===== src/rtl/conv_sched_if.sv =====
// conv_sched_if -- bus between the convolution scheduler and its environment.
//   start_i / busy_o / done_o      : frame request and status
//   mem_en_o / mem_addr_o          : pixel-memory read port (1-cycle latency)
//   conv_en_o                      : convolutor shift/compute enable
//   out_valid_o / out_ready_i      : window-result handshake
//   out_row_o / out_col_o          : top-left coordinate of the current window
// master = scheduler side, slave = environment side.
interface conv_sched_if #(
   parameter int ADDR_WIDTH = 14,
   parameter int CW         = 2
);
   logic                  start_i;
   logic                  busy_o;
   logic                  done_o;
   logic                  mem_en_o;
   logic [ADDR_WIDTH-1:0] mem_addr_o;
   logic                  conv_en_o;
   logic                  out_valid_o;
   logic                  out_ready_i;
   logic [CW-1:0]         out_row_o;
   logic [CW-1:0]         out_col_o;

   modport master (
      input  start_i, out_ready_i,
      output busy_o, done_o, mem_en_o, mem_addr_o, conv_en_o,
             out_valid_o, out_row_o, out_col_o
   );

   modport slave (
      output start_i, out_ready_i,
      input  busy_o, done_o, mem_en_o, mem_addr_o, conv_en_o,
             out_valid_o, out_row_o, out_col_o
   );
endinterface


===== src/rtl/conv_sched.sv =====
// conv_sched -- sequences one N*N frame of pixels from memory into a
// K_SIZE x K_SIZE sliding-window convolutor and tags each window result.
//   clk : sole clock, rising edge
//   rst : synchronous active-high reset
//   bus : conv_sched_if.master (start/busy/done, memory read port,
//         convolutor enable, result handshake + window coordinate)
// A stalled result (valid && !ready) freezes reads, pushes and all counters.
module conv_sched #(
   parameter int N          = 4,
   parameter int K_SIZE     = 3,
   parameter int ADDR_WIDTH = 14
) (
   input  logic         clk,
   input  logic         rst,
   conv_sched_if.master bus
);
   localparam int CW = (N > 1) ? $clog2(N) : 1;
   localparam logic [ADDR_WIDTH-1:0] PIX  = ADDR_WIDTH'(N * N);
   localparam logic [CW-1:0]         LAST = CW'(N - 1);
   localparam logic [CW-1:0]         KM1  = CW'(K_SIZE - 1);

   typedef enum logic [1:0] {IDLE, RUN, DRAIN} state_t;

   state_t                state, state_nxt;
   logic [ADDR_WIDTH-1:0] rd_cnt;
   logic                  pend;
   logic [CW-1:0]         row, col;
   logic                  out_valid;
   logic [CW-1:0]         out_row, out_col;
   logic                  done;

   logic stall, hs, rd_go, push, busy, win_ok, last_px;

   assign stall   = out_valid && !bus.out_ready_i;
   assign hs      = out_valid && bus.out_ready_i;
   assign last_px = (row == LAST) && (col == LAST);

   // Window is complete once the pushed pixel sits at or past the kernel's
   // bottom-right corner; with a 1x1 kernel every pixel qualifies.
   generate
      if (K_SIZE == 1) begin : g_k1
         assign win_ok = 1'b1;
      end else begin : g_kn
         assign win_ok = (row >= KM1) && (col >= KM1);
      end
   endgenerate

   // state register
   always_ff @(posedge clk) begin
      if (rst) state <= IDLE;
      else     state <= state_nxt;
   end

   // next-state logic
   always_comb begin
      state_nxt = state;
      case (state)
         IDLE:    if (bus.start_i)      state_nxt = RUN;
         RUN:     if (push && last_px)  state_nxt = DRAIN;
         DRAIN:   if (hs)               state_nxt = IDLE;
         default:                       state_nxt = IDLE;
      endcase
   end

   // state-decoded outputs
   always_comb begin
      busy  = 1'b0;
      rd_go = 1'b0;
      push  = 1'b0;
      case (state)
         RUN: begin
            busy  = 1'b1;
            rd_go = !stall && (rd_cnt < PIX);
            push  = pend && !stall;
         end
         DRAIN:   busy = 1'b1;
         default: ;
      endcase
   end

   always_ff @(posedge clk) begin
      if (rst) begin
         rd_cnt    <= '0;
         pend      <= 1'b0;
         row       <= '0;
         col       <= '0;
         out_valid <= 1'b0;
         out_row   <= '0;
         out_col   <= '0;
         done      <= 1'b0;
      end else begin
         // The final result always handshakes in DRAIN, so this is the
         // last cycle of the frame.
         done <= (state == DRAIN) && hs;

         if (state == IDLE) begin
            rd_cnt <= '0;
            pend   <= 1'b0;
            row    <= '0;
            col    <= '0;
         end else if (!stall) begin
            if (rd_go) rd_cnt <= rd_cnt + 1'b1;
            // memory data lands one cycle after the read
            pend <= rd_go;
            if (push) begin
               if (col == LAST) begin
                  col <= '0;
                  row <= row + 1'b1;
               end else begin
                  col <= col + 1'b1;
               end
            end
         end

         // A qualifying push reloads the result slot in the same cycle the
         // old result leaves, so back-to-back results carry no bubble.
         if (push && win_ok) begin
            out_valid <= 1'b1;
            out_row   <= row - KM1;
            out_col   <= col - KM1;
         end else if (hs) begin
            out_valid <= 1'b0;
         end
      end
   end

   assign bus.busy_o      = busy;
   assign bus.done_o      = done;
   assign bus.mem_en_o    = rd_go;
   assign bus.mem_addr_o  = rd_cnt;
   assign bus.conv_en_o   = push;
   assign bus.out_valid_o = out_valid;
   assign bus.out_row_o   = out_row;
   assign bus.out_col_o   = out_col;
endmodule

===== src/flat_wrapper.sv =====
// flat-port wrapper written by rule: the top's interface ports become plain ports
module conv_sched_flat 
#(
   parameter int N          = 4,
   parameter int K_SIZE     = 3,
   parameter int ADDR_WIDTH = 14
)
  (clk, rst, bus_start_i, bus_out_ready_i, bus_busy_o, bus_done_o, bus_mem_en_o, bus_mem_addr_o, bus_conv_en_o, bus_out_valid_o, bus_out_row_o, bus_out_col_o);
  conv_sched_if #(.ADDR_WIDTH(ADDR_WIDTH)) bus_i ();
  input  logic clk;
  input  logic rst;
  input wire logic [$bits(bus_i.start_i)-1:0] bus_start_i;
  input wire logic [$bits(bus_i.out_ready_i)-1:0] bus_out_ready_i;
  output wire logic [$bits(bus_i.busy_o)-1:0] bus_busy_o;
  output wire logic [$bits(bus_i.done_o)-1:0] bus_done_o;
  output wire logic [$bits(bus_i.mem_en_o)-1:0] bus_mem_en_o;
  output wire logic [$bits(bus_i.mem_addr_o)-1:0] bus_mem_addr_o;
  output wire logic [$bits(bus_i.conv_en_o)-1:0] bus_conv_en_o;
  output wire logic [$bits(bus_i.out_valid_o)-1:0] bus_out_valid_o;
  output wire logic [$bits(bus_i.out_row_o)-1:0] bus_out_row_o;
  output wire logic [$bits(bus_i.out_col_o)-1:0] bus_out_col_o;
  assign bus_i.start_i = bus_start_i;
  assign bus_i.out_ready_i = bus_out_ready_i;
  assign bus_busy_o = bus_i.busy_o;
  assign bus_done_o = bus_i.done_o;
  assign bus_mem_en_o = bus_i.mem_en_o;
  assign bus_mem_addr_o = bus_i.mem_addr_o;
  assign bus_conv_en_o = bus_i.conv_en_o;
  assign bus_out_valid_o = bus_i.out_valid_o;
  assign bus_out_row_o = bus_i.out_row_o;
  assign bus_out_col_o = bus_i.out_col_o;
  conv_sched #(.N(N), .K_SIZE(K_SIZE), .ADDR_WIDTH(ADDR_WIDTH)) u_core (.clk(clk), .rst(rst), .bus(bus_i));
endmodule

===== config.mk =====
export PLATFORM = sky130hd
export DESIGN_NAME = conv_sched_flat
export DESIGN_NICKNAME = d
export VERILOG_FILES = /design/src/rtl/conv_sched_if.sv /design/src/rtl/conv_sched.sv /design/src/flat_wrapper.sv
export SDC_FILE = /design/constraint.sdc
export NUM_CORES = 1
export LEC_CHECK = 0
export CORE_MARGIN = 5
export CORE_UTILIZATION = 48
export DETAILED_ROUTE_END_ITERATION = 6
export GPL_TIMING_DRIVEN = 0
export PLACE_DENSITY = 0.8
export REMOVE_ABC_BUFFERS = 1
export SLEW_MARGIN = 25
export SYNTH_ARGS = -nofsm -noshare
export SYNTH_HDL_FRONTEND = slang
export SYNTH_SLANG_ARGS = --single-unit

===== constraint.sdc =====
create_clock -name clk -period 1.7 [get_ports clk]
set_input_delay 0.34 -clock clk [delete_from_list [all_inputs] [get_ports clk]]
set_output_delay 0.34 -clock clk [all_outputs]
set_load 0.02 [all_outputs]

==> results of run 1 <==
-- logic make-up after synthesis --
group / after synthesis / share of synthesized area
AOI/OAI and AO/OA: 21 / 0.1133
muxes: 4 / 0.03452
buffers and inverters: 9 / 0.03127
xor gates and xnor gates: 1 / 0.007553
adders and majority gates: 8 / 0.08630
DFF: 27 / 0.4660
and+or+nand+nor: 54 / 0.2611
-- timing repair --
action,in CTS,in global routing
hold endpoints to repair,0,0
buffers inserted,4,6
endpoints found under the setup margin,6,18
gates resized for setup,31,19
pin swaps,3,5
-- registers in the layout, summed over array words and instances, names as in the netlist --
| register | count |
|---|---|
| u_core.row | 2 |
| u_core.bus.done_o | 1 |
| u_core.bus.out_row_o | 2 |
| u_core.pend | 1 |
| u_core.bus.out_col_o | 2 |
| u_core.bus.mem_addr_o | 14 |
| u_core.bus.out_valid_o | 1 |
| u_core.state | 2 |
| u_core.col | 2 |
-- metrics by stage --
stage,power (W),instances,utilization
2_1_floorplan,0.0007048,119,-
5_1_grt,0.001055,187,0.7131
3_3_place_gp,0.0007359,173,0.6360
3_5_place_dp,0.0007387,173,0.6360
4_1_cts,0.001007,181,0.6770
6_report,0.001019,187,0.7131
-- worst reg2reg max path, cell delays in order (launching register included) --
cell and delay [ns]:
dfxtp_2 0.35, or3_4 0.40, buf_4 0.16, or4_1 0.50
a21oi_1 0.14
-- where the power goes --
group | switching (W) | internal, W | leakage, nW | total, W
Clock | 0.000186 | 0.0000921 | 0.0150 | 0.000278
Combinational | 0.0000537 | 0.0000458 | 0.621 | 0.0000995
Sequential | 0.00000408 | 0.000637 | 0.221 | 0.000641
-- layout make-up --
| type | count | area [sq um] |
|---|---|---|
| fill | 179 | 646.9 |
| sequential | 27 | 549.3 |
| inverter | 4 | 15.01 |
| clock buffer | 4 | 26.28 |
| timing repair buffer | 36 | 347.8 |
| tap | 28 | 35.03 |
| multi-input combinational | 88 | 634.4 |
-- worst paths after layout --
check	startpoint	endpoint	cells after the start
min reg2reg	u_core.bus.out_row_o[1]	u_core.bus.out_row_o[1]	2
min	u_core.bus.out_row_o[1]	u_core.bus.out_row_o[1]	2
max	u_core.bus.mem_addr_o[11]	bus_mem_en_o	3
max reg2reg	u_core.bus.mem_addr_o[11]	u_core.bus.mem_addr_o[3]	4
-- layout by cell type (no fill, tap or decap), types with 2 or more instances in the layout --
master	instances
a311oi_1	2
and2_1	8
o21ai_0	3
dfxtp_1	20
nor2b_1	3
dlygate4sd2_1	4
inv_1	3
or2_2	3
clkbuf_4	3
nand2_1	5
mux2i_1	4
or3_1	2
nor2_1	8
a21oi_1	9
nand4_1	3
clkdlybuf4s50_1	8
ha_1	7
dfxtp_2	7
dlymetal6s2s_1	11
or4_1	2
nand3_1	7
buf_4	12
nor3_1	2
-- routing by layer --
layer / global-route usage / share of wire / vias to the layer above / wire length [um]
met3: 0.03268 / 0.053 / 8 / 140
met2: 0.2681 / 0.49 / 25 / 1303
met5: 0 / 0 / - / 0
met1: 0.1878 / 0.44 / 479 / 1161
met4: 0.05825 / 0.023 / 0 / 60
li1: - / - / 511 / -
==> run summary, run 1 <==
Status: finished, violations left
Failing checks: setup timing
Hold WC Path Type: flip-flop to flip-flop
Syn Inst Count: 124
R2R Setup Slk: 0.10 ns
H-tree Lvls: 1
Unrepaired setup endpoints after global routing: true
Post-CTS Hold Buffers: 0
Max Clock Freq: 572.3 MHz
Tcrit/Tclk final: 1.028
CP delay by family, top: simple AND/OR/NAND/NOR gates
Layout Skew: 0.001587 ns
Clock transition at path regs: 0.14 ns
Final setup violation count: 1
Synth top area cells: dfxtp_1 (47%), ha_1 (8.6%), and2_1 (4.3%)
DIE HEIGHT: 59.16 um
Power Density: 633.6 nW/um^2
Placed cell area: 1434 sq um
Cell Area, Synth: 1160 sq um
Detailed-route wire length: 2.666 mm
Syn_area_per_cell: 9.354 sq um
CP peak stage delay: 0.40 ns
Clock Path Buffers: 2
# IOs: 27
Post-synth top area cell: dfxtp_1
Layout net count: 172
ANT nets after route: 0
Yosys reg bits: 27
Clock tree from TritonCTS: yes
Core area: 2255 sq um
EDFF count, synth: 0
Max Cap Viol: 0
Post-synthesis sequential area ratio: 0.4660
Grt total ovfl: 0
Die Wd: 59.16 um
Worst path bufs/invs: 1
Area Overhead vs Synth: 38.62%
Initial Util: 0.5144
Ys Warns: 0
Post-DR vias/cell: 5.471
Worst path cell trace: or3_4 > nor3b_2 > buf_4
Worst EP arrival: 1.41 ns
Max-slew violations: 0
Synth top area share: 0.4660
CP endpoint kind: primary output
Vias in the first global route: 937
DRT Pass-1 Iters: 4
CTS Sinks: 27
Clk_lat worst skew: 0.33 ns
Iter 0 DRT Violations: 24
Initial antenna violation count: 0
Worst slew pin tran: 0.4092 ns
Crit-path max FO: 2
Most numerous cell in the Yosys netlist: dfxtp_1
Via count: 1023
Diodes inserted: 0
Post-DP HPWL: 1.815 mm
Startpoint Class: flip-flop
Routed WL per cell: 14.26 um
Cell variety after synth: 33
Synth cell count leaders: dfxtp_1 (27), a21oi_1 (9), nor2_1 (9), and2_1 (8), ha_1 (8)
CP max stage cell: or3_4
Fin area: 1608 sq um
Worst setup path class: flip-flop to primary output
Final Hold Vio Count: 0
Final worst setup slack: -0.04731 ns
Share of cells above drive strength 1: 0.2264
First-pass GRT wire length: 4.153 mm
Routability cong.: 0.8374
CTS root buf: clkbuf_4
Hold WS: 0.4838 ns
CTS Buf Count: 3
Worst rel slew slack: 0.7263
Pre-CTS WS: -0.7484 ns
Area of the die: 3499 sq um
Dominant synthesized flop cell: dfxtp_1
Peak VDD IR: 0.4747 mV
Largest net degree at the start of global routing: 15
FP Rows: 17
Port buffer count: 26
Total GRT Usage: 0.1553
Crit path required time: 1.36 ns
Fin crit period: 1.747 ns
DRC Markers: 0
Setup TNS: -0.04731 ns
FFs w/ async S/R, synth: 0
Pleak: 0.8575 nW
Note: power is estimated with default switching activity, not from simulation.
==> inputs of run 2 (changes only) <==
--- a/config.mk
+++ b/config.mk
@@ -5,13 +5,14 @@
 export SDC_FILE = /design/constraint.sdc
 export NUM_CORES = 1
 export LEC_CHECK = 0
+export ABC_CLOCK_PERIOD_IN_PS = 1700
 export CORE_MARGIN = 5
 export CORE_UTILIZATION = 48
+export CTS_CLUSTER_DIAMETER = 30
 export DETAILED_ROUTE_END_ITERATION = 6
 export GPL_TIMING_DRIVEN = 0
 export PLACE_DENSITY = 0.8
 export REMOVE_ABC_BUFFERS = 1
-export SLEW_MARGIN = 25
 export SYNTH_ARGS = -nofsm -noshare
 export SYNTH_HDL_FRONTEND = slang
 export SYNTH_SLANG_ARGS = --single-unit
==> results of run 2 <==
Same layout as run 1: the final DEF is identical, and so are final timing and power.
